**src/rtl/codix_risc_ifetch_buffer.sv**
```systemverilog
// Instruction prefetch buffer: credit-limited in-order memory reads feeding an
// address-tagged FIFO, with redirect flush and drain of stale read data.
//   state | meaning
//   IDLE  | no fetch stream yet; first core request seeds the fetch address
//   FETCH | prefetching, serving hits from the FIFO head, redirecting on miss
//   DRAIN | waiting out stale requests/data after a redirect
module codix_risc_ifetch_buffer #(
    parameter int DEPTH = 4,
    parameter int AW    = 32,
    parameter int DW    = 32
) (
    input  logic          clk,
    input  logic          rst_n,
    input  logic          core_req,
    input  logic [AW-1:0] core_a0,
    output logic          core_rdy,
    output logic [DW-1:0] core_q0,
    output logic          mem_req,
    output logic [AW-1:0] mem_a0,
    input  logic          mem_ack,
    input  logic          mem_vld,
    input  logic [DW-1:0] mem_q0
);

    localparam int PW = (DEPTH > 1) ? $clog2(DEPTH) : 1;
    localparam int CW = $clog2(DEPTH + 1);
    localparam logic [AW-1:0] STEP = AW'(4);
    localparam logic [CW:0] DEPTH_C = (CW+1)'(DEPTH);

    typedef enum logic [1:0] {IDLE, FETCH, DRAIN} state_t;

    state_t        state, state_nxt;
    logic [AW-1:0] fifo_addr [DEPTH];
    logic [DW-1:0] fifo_data [DEPTH];
    logic [PW-1:0] wr_ptr, rd_ptr, wr_ptr_nxt, rd_ptr_nxt;
    logic [CW-1:0] count, count_nxt;
    logic [CW-1:0] outstanding, out_nxt;
    logic [CW-1:0] discard, discard_nxt;
    logic [AW-1:0] next_pc, next_pc_nxt;
    logic [AW-1:0] push_addr, push_addr_nxt;
    logic [AW-1:0] mem_a0_nxt;
    logic          mem_req_nxt;
    logic          non_empty, accept, vld_fetch, hit, redirect, push, pending;
    logic [AW-1:0] head_addr, exp_addr;
    logic [CW:0]   credit_used;

    function automatic logic [PW-1:0] inc_ptr(input logic [PW-1:0] p);
        return (p == PW'(DEPTH - 1)) ? '0 : p + PW'(1);
    endfunction

    always_comb begin
        non_empty = (count != '0);
        head_addr = fifo_addr[rd_ptr];
        exp_addr  = non_empty ? head_addr : push_addr;
        accept    = mem_req && mem_ack;
        pending   = mem_req && !mem_ack;
        vld_fetch = (state == FETCH) && mem_vld && (outstanding != '0);
        hit       = core_req && (state == FETCH) && non_empty && (head_addr == core_a0);
        redirect  = core_req && (state == FETCH) && (core_a0 != exp_addr);
        push      = vld_fetch && !redirect;
        core_rdy  = hit;
        core_q0   = non_empty ? fifo_data[rd_ptr] : '0;
    end

    always_comb begin
        state_nxt     = state;
        count_nxt     = count;
        wr_ptr_nxt    = wr_ptr;
        rd_ptr_nxt    = rd_ptr;
        out_nxt       = outstanding;
        discard_nxt   = discard;
        next_pc_nxt   = next_pc;
        push_addr_nxt = push_addr;
        case (state)
            IDLE: begin
                if (core_req) begin
                    next_pc_nxt   = core_a0;
                    push_addr_nxt = core_a0;
                    state_nxt     = FETCH;
                end
            end
            FETCH: begin
                if (accept) begin
                    next_pc_nxt = next_pc + STEP;
                    out_nxt     = out_nxt + CW'(1);
                end
                if (vld_fetch) begin
                    out_nxt       = out_nxt - CW'(1);
                    push_addr_nxt = push_addr + STEP;
                    wr_ptr_nxt    = inc_ptr(wr_ptr);
                end
                if (hit) rd_ptr_nxt = inc_ptr(rd_ptr);
                count_nxt = count + CW'(vld_fetch) - CW'(hit);
                // Everything in flight at the redirect becomes stale and is counted off in DRAIN.
                if (redirect) begin
                    count_nxt     = '0;
                    wr_ptr_nxt    = '0;
                    rd_ptr_nxt    = '0;
                    next_pc_nxt   = core_a0;
                    push_addr_nxt = core_a0;
                    discard_nxt   = out_nxt;
                    out_nxt       = '0;
                    state_nxt     = ((discard_nxt != '0) || pending) ? DRAIN : FETCH;
                end
            end
            DRAIN: begin
                if (accept) discard_nxt = discard_nxt + CW'(1);
                if (mem_vld && (discard != '0)) discard_nxt = discard_nxt - CW'(1);
                if (core_req) begin
                    next_pc_nxt   = core_a0;
                    push_addr_nxt = core_a0;
                end
                if ((discard_nxt == '0) && !pending) state_nxt = FETCH;
            end
            default: state_nxt = IDLE;
        endcase
    end

    // A raised request is held until accepted; new ones are issued against next-cycle credit.
    always_comb begin
        mem_req_nxt = mem_req;
        mem_a0_nxt  = mem_a0;
        credit_used = {1'b0, count_nxt} + {1'b0, out_nxt};
        if (!mem_req || accept) begin
            mem_req_nxt = 1'b0;
            if ((state_nxt == FETCH) && (credit_used < DEPTH_C)) begin
                mem_req_nxt = 1'b1;
                mem_a0_nxt  = next_pc_nxt;
            end
        end
    end

    always_ff @(posedge clk or negedge rst_n) begin
        if (!rst_n) begin
            state       <= IDLE;
            wr_ptr      <= '0;
            rd_ptr      <= '0;
            count       <= '0;
            outstanding <= '0;
            discard     <= '0;
            next_pc     <= '0;
            push_addr   <= '0;
            mem_req     <= 1'b0;
            mem_a0      <= '0;
        end else begin
            state       <= state_nxt;
            wr_ptr      <= wr_ptr_nxt;
            rd_ptr      <= rd_ptr_nxt;
            count       <= count_nxt;
            outstanding <= out_nxt;
            discard     <= discard_nxt;
            next_pc     <= next_pc_nxt;
            push_addr   <= push_addr_nxt;
            mem_req     <= mem_req_nxt;
            mem_a0      <= mem_a0_nxt;
        end
    end

    always_ff @(posedge clk) begin
        if (push) begin
            fifo_addr[wr_ptr] <= push_addr;
            fifo_data[wr_ptr] <= mem_q0;
        end
    end

endmodule

```
**config.mk**
```make
export PLATFORM = sky130hd
export DESIGN_NAME = codix_risc_ifetch_buffer
export DESIGN_NICKNAME = d
export VERILOG_FILES = /design/src/rtl/codix_risc_ifetch_buffer.sv
export SDC_FILE = /design/constraint.sdc
export NUM_CORES = 1
export LEC_CHECK = 0
export ABC_AREA = 1
export CAP_MARGIN = 20
export CORE_UTILIZATION = 35
export DETAILED_ROUTE_END_ITERATION = 16
export DONT_BUFFER_PORTS = 1
export GPL_TIMING_DRIVEN = 0
export HOLD_SLACK_MARGIN = 0.1
export PLACE_DENSITY = 0.56
export SLEW_MARGIN = 20
export SYNTH_ARGS = -nofsm -noshare
export SYNTH_HDL_FRONTEND = slang
export SYNTH_SLANG_ARGS = --single-unit
```
**constraint.sdc**
```tcl
create_clock -name clk -period 16.8 [get_ports clk]
set_clock_uncertainty 0.15 [all_clocks]
set_input_delay 3.36 -clock clk [delete_from_list [all_inputs] [get_ports clk]]
set_output_delay 3.36 -clock clk [all_outputs]
set_load 0.005 [all_outputs]
```
==> impl_metrics.tcl <==
set metrics [dict create \
    status "complete, no violations" \
    rsz0062_at_grt "false" \
    root_buffer "clkbuf_16" \
    hold_violations 0 \
    min_period_ps 9580 \
    ios 135 \
    ant_nets 0 \
    maxSlewHeadroom 0.422 \
    crit_path_max_incr_delay_ps 710 \
    synthCells 1972 \
    swShare 0.414 \
    ff_latch_area_um2 10500 \
    vdd_drop_max_mv 0.0913 \
    syn_avg_cell_area_um2 9.19 \
    fillCellCount 5021 \
    fin_tns_setup_ps 0 \
    layout_commonest_cell "nand2_1" \
    pwr_density_cell_nw_per_um2 175 \
    rows 83 \
    worstMarginPinSlew_ps 864 \
    yosys.area_share.simple 0.239 \
    drtIter0Drc 1355 \
    final_nets 2114 \
    p_comb_frac 0.361 \
    grt-ovfl-total 0 \
    synth_top_area_share 0.424 \
    dieArea_um2 52700 \
    layout_common_cells "nand2_1 (537), edfxtp_1 (256), nand3_1 (192), nor2_1 (192), inv_1 (137)" \
    hp-class "reg2reg" \
    grt_pass1_wl_um 85600 \
    fin_crit_sh 0.571 \
    grt_util_all_layers 0.214 \
    cts.repair.resized 0 \
    multi_input_area_um2 6700 \
    synth_top_family_by_area "simple AND/OR/NAND/NOR gates" \
    dr.pass1.iters 5 \
    finalSetupViolCount 0 \
    hpwl_um 41300 \
    switchingPower_w 0.00149 \
    crit_path_top_delay_cell "nor2_1" \
    clkTransAtPathRegs_ps 50 \
    buffer_ports.inserted 0 \
    core_area_um2 51200 \
    crit_top_cell "nor2_1" \
    cts_buffer_depth 3 \
    htree_levels 2 \
    cp-end-kind "output pin" \
    critPathMaxFanout 10 \
    holdWs_ps 355 \
    design_area_um2 20500 \
    cts_sinks 368 \
    antenna_found_initial 0 \
    yosys_warnings 0 \
    syn_nets 2059 \
    synth-compound-area-share 0.0756 \
    synth_mux_area_frac 0.000621 \
    final_max_slew_viol_count 0 \
    synth_cell_types 41 \
    cts_tree "built" \
    path_cells "buf_2, clkinv_1, nor2_1, clkbuf_1, nand4_1, nor3_1, nand3_1, nor2_1" \
    fp.dieW_um 230 \
    synth_adder_area_share 0.0128 \
    gp_congestion 0.939 \
    p_leak_nw 8.39 \
    netlist_top_cells_area "edfxtp_1 (42%), dfrtp_1 (15%), nand2_1 (11%)" \
    drc_errors 0 \
    clk_latency_ps 580 \
    required_ps 13290 \
    placed_area_um2 19300 \
    drive_gt1_frac 0.0661 \
    grt_pass1_vias 13821 \
    wl_per_cell_um 20.7 \
    diodes 0 \
    vias 14315 \
    crit_type "in2out" \
    internal_power_w 0.00211 \
    seqPwrFrac 0.405 \
    ys_seq_area_frac 0.579 \
    postCtsSetupBuffers 0 \
    vias_per_cell 5.23 \
    ys_seq_elements 368 \
    hold_buffers 0 \
    power_frac_clock 0.234 \
    maxCapViolCount 0 \
    syn_area_um2 18100 \
    crit_arrival_ps 6070 \
    finish.utilization 0.400 \
    initial_core_util 0.354 \
    cts_made_buffers 41 \
    syn_to_final_growth_pct 13.1 \
    die_h_um 230 \
    grt_max_degree 113 \
    synth-xor-area-share 0.0396 \
    wl_um 56500 \
    max_freq_mhz 104 \
    startpoint_type "input port" \
    yosysTopAreaCell "edfxtp_1" \
]
[routing by layer]
layer  global-route usage  wire length, um  up-vias
li1                     -                -     6804
met5                    0                0        -
met4               0.0748             1720        0
met1                0.288            24800     6953
met2                0.332            25300      454
met3               0.0570             4700      104
[synth_stat cells, drive strengths merged]
library cell and count:
fa 1, mux2 1, o2111ai 3, nand4 55
nand3 194, edfxtp 256, dfrtp 112, o221ai 1
o21bai 2, or2 2, nor4 3, nand3b 1
clkbuf 33, a22oi 24, o211ai 28, buf 62
nand2 540, ha 17, nor2 198, and2 2
clkinv 3, a21oi 40, inv 140, nor3 31
xor2 64, o22ai 10, xnor2 18, o21ai 126
a31oi 3, a211oi 2
[logic make-up after synthesis]
| family | Yosys count |
|---|---|
| compound gates | 239 |
| xor+xnor | 82 |
| mux | 1 |
| fa+ha+maj | 18 |
| flops | 368 |
| buf+inv | 238 |
| simple gates | 1026 |
[through the flow]
step	setup WS (ps)	cells	power (W)
after floorplan	8500	1972	0.00230
after global placement	5630	2652	0.00271
after detailed placement	7280	2664	0.00275
after CTS	7270	2738	0.00360
after global routing	7030	2738	0.00382
final	7220	2738	0.00360
[layout make-up]
class                   count  share of cell area
flip-flops and latches    368               0.512
well taps                 680              0.0415
inverters                 143              0.0262
plain buffers              95              0.0214
clock inverters            18             0.00567
repair buffers             12              0.0128
clock buffers              56              0.0543
multi-input cells        1366               0.327
[final timing paths]
check	cells past startpoint	slack, ps	to	from
worst max-delay path	8	7220	core_rdy	core_req
worst min-delay path	2	360	mem_a0[24]$_DFFE_PN0P_	mem_a0[24]$_DFFE_PN0P_
worst max register to register	25	10280	mem_a0[28]$_DFFE_PN0P_	rd_ptr[1]$_DFFE_PN0P_
worst min register to register	2	360	mem_a0[24]$_DFFE_PN0P_	mem_a0[24]$_DFFE_PN0P_
max in group asynchronous	0	13910	push_addr[10]$_DFFE_PN0P_	rst_n
min in group asynchronous	0	2330	next_pc[5]$_DFF_PN0_	rst_n
[power groups by stage]
| stage | Combinational (W) | Clock, W | Sequential, W |
|---|---|---|---|
| floorplan | 0.000914 | 0 | 0.00139 |
| global placement | 0.00124 | 0 | 0.00147 |
| detailed placement | 0.00128 | 0 | 0.00147 |
| CTS | 0.00129 | 0.000865 | 0.00145 |
| global route | 0.00146 | 0.000893 | 0.00147 |
| finish | 0.00130 | 0.000842 | 0.00146 |
[critical path, delay by kind of cell]
family / cells / cell delay, ps
buffers and inverters: 3 / 1100
AND/OR/NAND/NOR: 5 / 1590
[registers in the layout (all words and copies together), names as in the netlist]
name,cells
wr_ptr,2
fifo_addr,128
push_addr,32
mem_req,1
discard,3
fifo_data,128
outstanding,3
mem_a0,32
state,2
next_pc,32
count,3
rd_ptr,2
No activity file was read; power rests on OpenSTA's default activity.
